File: src/rtl/gate_array_pipe_if.sv
// Handshake bus for gate_array_pipe: operand stream in, result stream out.
interface gate_array_pipe_if #(
    parameter int unsigned NCH = 4,
    parameter int unsigned NIN = 3,
    parameter int unsigned W   = 4
);
    logic                 in_valid;
    logic                 in_ready;
    logic [NCH*NIN*W-1:0] in_data;
    logic [2:0]           op;
    logic                 redmode;
    logic                 out_valid;
    logic                 out_ready;
    logic [NCH-1:0]       out_data;

    // Producer/consumer side driving the block
    modport master (
        output in_valid, in_data, op, redmode, out_ready,
        input  in_ready, out_valid, out_data
    );

    // The gate array itself
    modport slave (
        input  in_valid, in_data, op, redmode, out_ready,
        output in_ready, out_valid, out_data
    );
endinterface

File: src/rtl/gate_array_pipe.sv
// NCH parallel NIN-input gates over W-bit operands, results buffered in a
// 2-entry valid/ready queue, with accounting of LSB-mode operand truncation.
module gate_array_pipe #(
    parameter int unsigned NCH  = 4,
    parameter int unsigned NIN  = 3,
    parameter int unsigned W    = 4,
    parameter int unsigned CNTW = 8
) (
    input  logic              clk,
    input  logic              rst,
    gate_array_pipe_if.slave  bus,
    output logic [CNTW-1:0]   trunc_cnt,
    output logic              trunc_flag
);

    localparam logic [1:0] CNT_EMPTY = 2'd0;
    localparam logic [1:0] CNT_ONE   = 2'd1;
    localparam logic [1:0] CNT_FULL  = 2'd2;

    logic [1:0]     count;
    logic [1:0]     count_nxt;
    logic [NCH-1:0] q0;
    logic [NCH-1:0] q1;
    logic [NCH-1:0] q0_nxt;
    logic [NCH-1:0] q1_nxt;
    logic [NCH-1:0] res;
    logic [NCH-1:0] trunc_ch;
    logic           push;
    logic           pop;
    logic           trunc;

    // Handshake status is a pure decode of the registered occupancy
    assign bus.in_ready  = (count != CNT_FULL);
    assign bus.out_valid = (count != CNT_EMPTY);
    assign bus.out_data  = q0;

    assign push  = bus.in_valid & (count != CNT_FULL);
    assign pop   = bus.out_ready & (count != CNT_EMPTY);
    assign trunc = ~bus.redmode & (|trunc_ch);

    genvar c;
    for (c = 0; c < NCH; c++) begin : g_ch
        logic [NIN-1:0] s;
        logic [NIN-1:0] hi;
        logic [W-1:0]   opnd;
        logic           r;

        // Scalarise each operand and note any discarded upper bits
        always_comb begin
            s    = '0;
            hi   = '0;
            opnd = '0;
            for (int i = 0; i < NIN; i++) begin
                opnd  = bus.in_data[(c*NIN + i)*W +: W];
                s[i]  = bus.redmode ? (|opnd) : opnd[0];
                hi[i] = |(opnd >> 1);
            end
        end

        // Apply the selected gate across this channel's scalars
        always_comb begin
            r = 1'b0;
            case (bus.op)
                3'd0:    r = &s;
                3'd1:    r = |s;
                3'd2:    r = ^s;
                3'd3:    r = ~(&s);
                3'd4:    r = ~(|s);
                3'd5:    r = ~(^s);
                3'd6:    r = s[0];
                default: r = ~s[0];
            endcase
        end

        assign res[c]      = r;
        assign trunc_ch[c] = |hi;
    end

    // Queue next state: q0 is always the head, cleared when empty
    always_comb begin
        count_nxt = count;
        q0_nxt    = q0;
        q1_nxt    = q1;
        case (count)
            CNT_EMPTY: begin
                if (push) begin
                    q0_nxt    = res;
                    count_nxt = CNT_ONE;
                end
            end
            CNT_ONE: begin
                if (push && pop) begin
                    q0_nxt = res;
                end else if (push) begin
                    q1_nxt    = res;
                    count_nxt = CNT_FULL;
                end else if (pop) begin
                    q0_nxt    = '0;
                    count_nxt = CNT_EMPTY;
                end
            end
            CNT_FULL: begin
                if (pop) begin
                    q0_nxt    = q1;
                    q1_nxt    = '0;
                    count_nxt = CNT_ONE;
                end
            end
            default: begin
                count_nxt = CNT_EMPTY;
                q0_nxt    = '0;
                q1_nxt    = '0;
            end
        endcase
    end

    // Queue state registers
    always_ff @(posedge clk or posedge rst) begin
        if (rst) begin
            count <= CNT_EMPTY;
            q0    <= '0;
            q1    <= '0;
        end else begin
            count <= count_nxt;
            q0    <= q0_nxt;
            q1    <= q1_nxt;
        end
    end

    // Saturating truncation counter and sticky flag, on accepted beats only
    always_ff @(posedge clk or posedge rst) begin
        if (rst) begin
            trunc_cnt  <= '0;
            trunc_flag <= 1'b0;
        end else if (push && trunc) begin
            trunc_flag <= 1'b1;
            if (trunc_cnt != {CNTW{1'b1}}) begin
                trunc_cnt <= trunc_cnt + CNTW'(1);
            end
        end
    end

endmodule

File: src/flat_wrapper.sv
// flat-port wrapper written by rule: the top's interface ports become plain ports
module gate_array_pipe_flat 
#(
    parameter int unsigned NCH  = 4,
    parameter int unsigned NIN  = 3,
    parameter int unsigned W    = 4,
    parameter int unsigned CNTW = 8
)
  (clk, rst, trunc_cnt, trunc_flag, bus_in_valid, bus_in_data, bus_op, bus_redmode, bus_out_ready, bus_in_ready, bus_out_valid, bus_out_data);
  gate_array_pipe_if #(.NCH(NCH), .NIN(NIN), .W(W)) bus_i ();
  input  logic clk;
  input  logic rst;
  output logic [CNTW-1:0] trunc_cnt;
  output logic trunc_flag;
  input wire logic [$bits(bus_i.in_valid)-1:0] bus_in_valid;
  input wire logic [$bits(bus_i.in_data)-1:0] bus_in_data;
  input wire logic [$bits(bus_i.op)-1:0] bus_op;
  input wire logic [$bits(bus_i.redmode)-1:0] bus_redmode;
  input wire logic [$bits(bus_i.out_ready)-1:0] bus_out_ready;
  output wire logic [$bits(bus_i.in_ready)-1:0] bus_in_ready;
  output wire logic [$bits(bus_i.out_valid)-1:0] bus_out_valid;
  output wire logic [$bits(bus_i.out_data)-1:0] bus_out_data;
  assign bus_i.in_valid = bus_in_valid;
  assign bus_i.in_data = bus_in_data;
  assign bus_i.op = bus_op;
  assign bus_i.redmode = bus_redmode;
  assign bus_i.out_ready = bus_out_ready;
  assign bus_in_ready = bus_i.in_ready;
  assign bus_out_valid = bus_i.out_valid;
  assign bus_out_data = bus_i.out_data;
  gate_array_pipe #(.NCH(NCH), .NIN(NIN), .W(W), .CNTW(CNTW)) u_core (.clk(clk), .rst(rst), .bus(bus_i), .trunc_cnt(trunc_cnt), .trunc_flag(trunc_flag));
endmodule
File: config.mk
export PLATFORM = sky130hd
export DESIGN_NAME = gate_array_pipe_flat
export DESIGN_NICKNAME = d
export VERILOG_FILES = /design/src/rtl/gate_array_pipe_if.sv /design/src/rtl/gate_array_pipe.sv /design/src/flat_wrapper.sv
export SDC_FILE = /design/constraint.sdc
export NUM_CORES = 1
export LEC_CHECK = 0
export ABC_AREA = 1
export BUFFER_PORTS_ARGS = -buffer_cell sky130_fd_sc_hd__buf_4
export CAP_MARGIN = 10
export CORE_MARGIN = 4
export CORE_UTILIZATION = 45
export CTS_CLUSTER_SIZE = 30
export DETAILED_ROUTE_END_ITERATION = 16
export PLACE_DENSITY = 0.76
export SYNTH_ARGS = -nofsm -noshare
export SYNTH_HDL_FRONTEND = slang
export SYNTH_SLANG_ARGS = --single-unit
File: constraint.sdc
create_clock -name clk -period 1.7 [get_ports clk]
set_input_delay 0.085 -clock clk [delete_from_list [all_inputs] [get_ports clk]]
set_output_delay 0.085 -clock clk [all_outputs]
set_load 0.01 [all_outputs]
---- Word-level counts from Yosys, hierarchy flattened ----
Cells that the tools add are included.
word-level totals
  flip-flop bits (word level) ............. 19
  output and inout port bits .............. 15
  word-level logic and storage cells ...... 108
cells by class
  add/subtract/negate cells ............... 1
  equal/unequal tests ..................... 17
  muxes and demuxes ....................... 30
  bitwise gates (word level) .............. 21
  reductions and logical operators ........ 34
operators with widths
  kind                   number
  $reduce_or A4 Y1       12
  $reduce_or A36 Y1      1
  $pmux W1 S7            4
  $mux W4                6
  $pmux W4 S3            2
  $not A1 Y1             18
  $mux W1                12
  $reduce_and A3 Y1      4
  $reduce_and A4 Y1      3
  $reduce_or A3 Y1       4
  $reduce_xor A3 Y1      4
  $mux W2                5
  $eq A3 B3 Y1 const B   3
  $add A8 B1 Y8 const B  1
  $ne A8 B8 Y1 const B   1
  $eq A3 B2 Y1 const B   2
  $ne A2 B1 Y1 const B   3
  $ne A3 B1 Y1 const B   2
  $pmux W2 S3            1
  $ne A2 B2 Y1 const B   2
  $and A1 B1 Y1          3
  $eq A3 B1 Y1 const B   1
  $logic_not A3 Y1       1
  $ne A3 B3 Y1 const B   1
  other kinds (6)        7

---- Longest topological paths before layout ----
Gate-level depths: netlist of run 1.
  word-level depth ........................ 8
  depth in mapped cells ................... 16
  depth with buffers taken out ............ 15

---- Worst setup path before layout of run 1 ----
No wires, ideal clock.
  path type ............................... input to register
  from .................................... input port bus_redmode
  to ...................................... register u_core.q0[2], in the netlist u_core.bus.out_data[2]
  arrival ................................. 1.443 ns
  required time ........................... 1.584 ns
  slack ................................... 0.141 ns
  cell stages on the path ................. 15
  buffers on the path ..................... 1
  cells stage by stage .................... buf_6 > or2_1 > nand2_1 > inv_1 > ha_1 > inv_1 > nand3_1 > nand2_1 > nor2_1 > nor2_2 > nand3_2 > nand3_1 > nand2_1 > nand2_1 > nand2_1
on the way
  cells in the longest elaborated chain, start to end .. 6
RTL lines
  element                                          RTL line                                                             source
  start, declared                                  flat_wrapper.sv:18                                                   input wire logic [$bits(bus_i.redmode)-1:0] bus_redmode;
  $mux W1                                          gate_array_pipe.sv:55                                                s[i] = bus.redmode ? (|opnd) : opnd[0];
  $reduce_xor A3 Y1, or another cell as far along  gate_array_pipe.sv:66, gate_array_pipe.sv:69
  $not A1 Y1, on equally long branches             gate_array_pipe.sv:69, gate_array_pipe.sv:67, gate_array_pipe.sv:68
  $pmux W1 S7 (*)                                  gate_array_pipe.sv:63                                                case (bus.op)
  $mux W4, on equally long branches                gate_array_pipe.sv:92, gate_array_pipe.sv:86
  $pmux W4 S3 (*)                                  gate_array_pipe.sv:84                                                case (count)
  end signal, assigned                             gate_array_pipe.sv:125                                               q0 <= q0_nxt;
  end, declared                                    gate_array_pipe.sv:22                                                logic [NCH-1:0] q0;
Mark *: on every way between the ends. The rest lies on a longest branch, timed or not. The select of a mux whose other input is x is not followed.
A chain may end at the register's enable or synchronous reset.

---- Final worst setup path of run 1 ----
  from .................................... register u_core.trunc_cnt[1]
  to ...................................... register u_core.trunc_cnt[4]
on the way
  cells in the longest elaborated chain, start to end .. 2
RTL lines
  element                                                                RTL line                source
  start, declared                                                        gate_array_pipe.sv:12   output logic [CNTW-1:0] trunc_cnt,
  start signal, assigned                                                 gate_array_pipe.sv:138  trunc_cnt <= trunc_cnt + CNTW'(1);
  parallel branches: the longest is 2 deep, another holds $add A8 B1 Y8  -
Several ways; the timed one is not identified.

==> metrics.txt, run 1 <==
status finished, final reports clean; root buffer cell clkbuf_8; Leakage 1.51 nW; die height 73.7 um; Die X 73.7 um; Setup WS pre-CTS -0.122 ns; Post-CTS Setup Repair Bufs 0; reg2reg start u_core.trunc_cnt[1]; area of the multi-input gates 1230 um2; Post-DP Area 2660 um2; fin crit period 1.57 ns; Post-DP HPWL 4.42 mm; CP dominant cell by count nor2_1; relative max-transition margin 51.6%; Design Area, Final 2730 um2; P_sw 924 uW; fin crit share 92.3%; Worst Tran Pin Value 0.725 ns; combinational share of power 50.2%; initial core utilization 47.5%; Synth Net Count 381; largest net degree at the start of global routing 20; Cell Chain, Critical Path ha_1, nand2_1, nor3_1, nand3_1, nand4_2, nor2_1, nor2_1, nor2_1; initial antenna violation count 0; CTS clk-pin slew, worst paths 0.08 ns; crit path launch u_core.trunc_cnt[1]; fmax 637 MHz; Clock Latency Late Sink 0.26 ns; routed via count 2,237; num ports 71; Final nets 476; Design Power 2.26 mW; Critical Path Sink Type flip-flop; switching share of power 40.9%; library cells used by synthesis 26; CTS max path bufs 2; critical path class flip-flop to flip-flop; die area 5430 um2; hold slack 0.121 ns; total grt overflow 0; Area contributors post-synth dfrtp_1 (25%), nand2_1 (16%), nand3_1 (11%); Avg Cell Area, Syn 6.14 um2; Buffers on Ports 70; Worst Path Required 1.86 ns; synthesized area 1940 um2; yosys warns 0; FP Rows 23; Routability Congestion 0.849; Global Route Usage Sum 20.0%; skew final 0.00483 ns; CTS Buf Count 3; Remaining DRCs 0; Iter 0 DRT Violations 93; Finished Core Util 66.8%; Sink Count 19; Slew Limit Fails 0; #FFs+latches synth 19; DR WL/cell 11.4 um; layout cell share with drive strength beyond 1 28.5%; vias per inst 4.86; critical path fanouts, max 4; crit start category flip-flop; Setup violations, final 0; worst path arrival time 1.73 ns; H-tree Lvls 1; sequential element share of the synthesized area 24.5%; Int Power 1.34 mW; worst ir drop on vdd 777 uV; Routed Antenna Nets 0; register area 475 um2; Pwr per Cell Area 829 nW/um2; slowest CP cell dfrtp_1; Diodes inserted 0; Total Wirelength 5.26 mm; Post-Synthesis Cells 316; hold crit path type input pin to flip-flop; delay-heaviest family, CP simple AND/OR/NAND/NOR gates; worst path buffer plus inverter count 0; first-pass GRT wire length 8.62 mm; hold_sp bus_in_valid; sequential power share 35.1%; max-cap violations 0; synthesis-to-layout area growth 40.7%; crit-path max cell delay 0.39 ns; RSZ-0062 raised after global routing true; vias in the first global route 2,062; TritonCTS clock tree yes; most frequent cells in the layout buf_4 (92), nand2_1 (85), inv_1 (54), nand3_1 (43), nor2_1 (38); core area 4090 um2; Final WS setup 0.130 ns; commonest non-fill, non-tap cell in the layout buf_4; Synth area leader dfrtp_1; Pre-Repair DR Iteration Count 4; part of the power in the clock network 14.6%; endpoints failing hold 0; number of fill cells 396; post-synth top area share 24.5%
final timing paths:
check	slack [ns]	endpoint	cells past startpoint
hold reg to reg	0.49	u_core.bus.out_data[1]	2
hold / removal	0.12	u_core.count[0]	3
setup reg to reg	0.13	u_core.trunc_cnt[4]	8
setup / recovery	0.13	u_core.trunc_cnt[4]	8
min in group asynchronous	0.50	u_core.bus.out_data[1]	3
max in group asynchronous	0.74	u_core.trunc_cnt[1]	3
cells by family after synthesis:
group | after synthesis | synth area share, %
AO/OA/AOI/OAI | 17 | 4.64
XOR/XNOR | 7 | 3.16
adder cells (fa/ha/maj) | 9 | 5.80
buffers and inverters | 60 | 12.6
flip-flops | 19 | 24.5
AND/OR/NAND/NOR | 204 | 49.3
flip-flops by register name, indices dropped and copies added, names as in the netlist:
signal and flops:
u_core.bus.out_data 4, u_core.count 2, u_core.q1 4, u_core.trunc_cnt 8
u_core.trunc_flag 1
repair_timing:
item / 4_1_cts / 5_1_grt
gates resized for setup: 0 / 3
hold endpoints to repair: 19 / 0
hold buffers: 1 / 0
endpoints found under the setup margin: 0 / 3
cell usage after synthesis (all sizes together):
cell type and instances:
nor2 44, a21boi 1, nand2 86, ha 9
a21o 1, inv 57, nand3 46, xor2 2
buf 3, or2 3, xnor2 5, nand4 11
dfrtp 19, nor3 14, o21ai 7, a21oi 8
through the flow:
stage | std cells | setup TNS [ns]
after CTS | 460 | 0
final | 460 | 0
after detailed placement | 455 | -0.523
after global routing | 460 | -0.0128
after floorplan | 316 | 0
after global placement | 455 | -0.244
power by group through the flow:
stage                     logic (mW)  registers [mW]  clock network [mW]
after floorplan                0.600           0.833                   0
after global placement          1.12           0.799                   0
after detailed placement        1.15           0.801                   0
after CTS                       1.15           0.796               0.337
after global routing            1.29           0.826               0.347
final                           1.14           0.795               0.331
layer usage:
layer  track usage (%)  vias to the layer above  wire length [um]
met5                 0                        -                 0
met4              4.23                        0                40
met3              3.28                        5               268
met2              32.9                       44              2500
met1              27.5                      999              2450
li1                  -                     1189                 -
worst register-to-register path, cell delays in order, from the launching register on:
cell and delay, ns:
dfrtp_1 0.39, ha_1 0.21, nand2_1 0.07, nor3_1 0.22
nand3_1 0.22, nand4_2 0.18, nor2_1 0.06, nor2_1 0.09
nor2_1 0.04
final cells by class:
type                    instances  share of cell area, %
multi-input cells             237                   45.1
inverters                      57                   7.84
clock buffers                   4                   1.65
well taps                      50                   2.29
flip-flops and latches         19                   17.4
repair buffers                 93                   25.7
No activity file was read; power rests on OpenSTA's default activity.
==> run 2, diff against run 1 <==
Settings changed: CTS_BUF_LIST set to sky130_fd_sc_hd__clkbuf_4, PLACE_DENSITY 0.76 to 0.74.
==> run 2 against run 1 <==
Worst setup slack gained 0.063 ns. Utilization shrank 0.58 points. Power shrank 4.1%. Clock power shrank 29%. Flip-flop and latch count is the same. Hold slack lost 0.047 ns. Sequential power shrank 0.6%. Highest routed layer unchanged. Sequential share of layout area grew 0.15 points.
==> metrics.txt, run 2 (same netlist as run 1, synthesis figures left out) <==
status finished, final reports clean (unchanged); Total Wirelength 5.32 mm (was 5.26 mm); Setup violations, final 0 (unchanged); Routability Congestion 0.852 (was 0.849); fin crit share 88.6% (was 92.3%); die area 5430 um2 (unchanged); root buffer cell clkbuf_4 (was clkbuf_8); fmax 664 MHz (was 637 MHz); most frequent cells in the layout buf_4 (91), nand2_1 (85), inv_1 (54), nand3_1 (43), nor2_1 (38) (was buf_4 (92), nand2_1 (85), inv_1 (54), nand3_1 (43), nor2_1 (38)); CTS clk-pin slew, worst paths 0.11 ns (was 0.08 ns); CP dominant cell by count nor2_1 (unchanged); Final WS setup 0.194 ns (was 0.130 ns); worst path buffer plus inverter count 0 (unchanged); worst ir drop on vdd 665 uV (was 777 uV); num ports 71 (unchanged); Worst Path Required 1.90 ns (was 1.86 ns); max-cap violations 0 (unchanged); Final nets 475 (was 476); die height 73.7 um (unchanged); Iter 0 DRT Violations 152 (was 93); commonest non-fill, non-tap cell in the layout buf_4 (unchanged); total grt overflow 0 (unchanged); CTS max path bufs 2 (unchanged); slowest CP cell dfrtp_1 (unchanged); reg2reg start u_core.trunc_cnt[1] (unchanged); Global Route Usage Sum 20.9% (was 20.0%); initial core utilization 47.5% (unchanged); vias in the first global route 2,117 (was 2,062); R2R depth 8 (unchanged); critical path class flip-flop to flip-flop (unchanged); initial antenna violation count 0 (unchanged); delay-heaviest family, CP simple AND/OR/NAND/NOR gates (unchanged); synthesis-to-layout area growth 39.5% (was 40.7%); fin crit period 1.51 ns (was 1.57 ns); relative max-transition margin 51.3% (was 51.6%); hold_sp bus_in_valid (unchanged); number of fill cells 389 (was 396); area of the multi-input gates 1230 um2 (about the same); routed via count 2,229 (was 2,237); Post-DP HPWL 4.56 mm (was 4.42 mm); TritonCTS clock tree yes (unchanged); Min-Delay Path Depth 3 (unchanged); Largest register FFs 8 (unchanged); DR WL/cell 11.6 um (was 11.4 um); CTS Buf Count 3 (unchanged); Diodes inserted 0 (unchanged); hold slack 0.0740 ns (was 0.121 ns); setup tns final 0 ns (unchanged); FP Rows 23 (unchanged); Remaining DRCs 0 (unchanged); register area 475 um2 (unchanged); Clock Latency Late Sink 0.30 ns (was 0.26 ns); Leakage 1.51 nW (about the same); Cell Chain, Critical Path ha_1, nand2_1, nor3_1, nand3_1, nand4_2, nor2_1, nor2_1, nor2_1 (unchanged); H-tree Lvls 1 (unchanged); Post-Layout Cell Count 459 (was 460); layout cell share with drive strength beyond 1 28.6% (was 28.5%); Critical Path Sink Type flip-flop (unchanged); Slew Limit Fails 0 (unchanged); Pre-Repair DR Iteration Count 4 (unchanged); largest net degree at the start of global routing 20 (unchanged); crit-path max cell delay 0.40 ns (was 0.39 ns); Inst Count DP 454 (was 455); Buffers on Ports 70 (unchanged); Die X 73.7 um (unchanged); Worst Tran Pin Value 0.730 ns (was 0.725 ns); vias per inst 4.86 (about the same); Sink Count 19 (unchanged); Biggest register u_core.trunc_cnt (unchanged); R2R setup slack 0.19 ns (was 0.13 ns); hold crit path type input pin to flip-flop (unchanged); RSZ-0062 raised after global routing false (was true); Setup WS pre-CTS -0.123 ns (was -0.122 ns); crit start category flip-flop (unchanged); worst path arrival time 1.71 ns (was 1.73 ns); reg2reg end u_core.trunc_cnt[4] (unchanged); Routed Antenna Nets 0 (unchanged); WHS Endpoint u_core.count[0] (unchanged); core area 4090 um2 (unchanged); critical path fanouts, max 4 (unchanged); endpoints failing hold 0 (unchanged); first-pass GRT wire length 9.08 mm (was 8.62 mm); Pwr per Cell Area 802 nW/um2 (was 829 nW/um2); Design Power 2.17 mW (was 2.26 mW); skew final 0.00344 ns (was 0.00483 ns)
[run 2: repair_timing]
action	4_1_cts	5_1_grt
buffers inserted	0	0
hold endpoints to repair	19	0
resized for setup	0	3
endpoints found under the setup margin	0	4
hold buffers	1	0
[run 2: worst max-delay path by stage]
stage / end / startpoint / cells past startpoint
2_1_floorplan: u_core.bus.out_data[2] / bus_redmode / 15
3_3_place_gp: u_core.bus.out_data[2] / bus_in_data[29] / 16
3_5_place_dp: u_core.bus.out_data[2] / bus_in_data[29] / 16
4_1_cts: u_core.trunc_cnt[4] / u_core.trunc_cnt[0] / 8
5_1_grt: u_core.bus.out_data[2] / bus_in_data[29] / 16
6_report: u_core.trunc_cnt[4] / u_core.trunc_cnt[1] / 8
[run 2: worst register-to-register path, cell delays in order, from the launching register on]
cell,delay (ns)
dfrtp_1,0.40
ha_1,0.20
nand2_1,0.06
nor3_1,0.19
nand3_1,0.20
nand4_2,0.17
nor2_1,0.05
nor2_1,0.08
nor2_1,0.05
[run 2: stage by stage]
| stage | utilization (%) | instance area, um2 |
|---|---|---|
| CTS | 65.9 | 2690 |
| global route | 66.2 | 2710 |
| finish | 66.2 | 2710 |
| global placement | 65.0 | 2660 |
| floorplan | - | 1940 |
| detailed placement | 65.0 | 2660 |
[run 2: metal layers]
metal	GRT usage [%]	up-vias	wire (um)	part of all wire [%]
met5	0	-	0	0
met4	4.83	0	47	0.88
met3	3.42	7	343	6.4
met2	34.3	77	2490	47
met1	28.7	960	2440	46
li1	-	1185	-	-
[run 2: area by class of cell]
cell class,instances,share of cell area [%]
Tap cell,50,2.31
Inverter,57,7.91
Timing Repair Buffer,92,25.6
Multi-Input combinational cell,237,45.6
Clock inverter,1,0.185
Clock buffer,3,0.832
Sequential cell,19,17.6
[run 2: power by group]
group          total (mW)  internal (mW)  switching [mW]
sequential          0.790          0.632           0.158
combinational        1.14          0.536           0.608
clock               0.236         0.0879           0.148
total                2.17           1.26           0.914
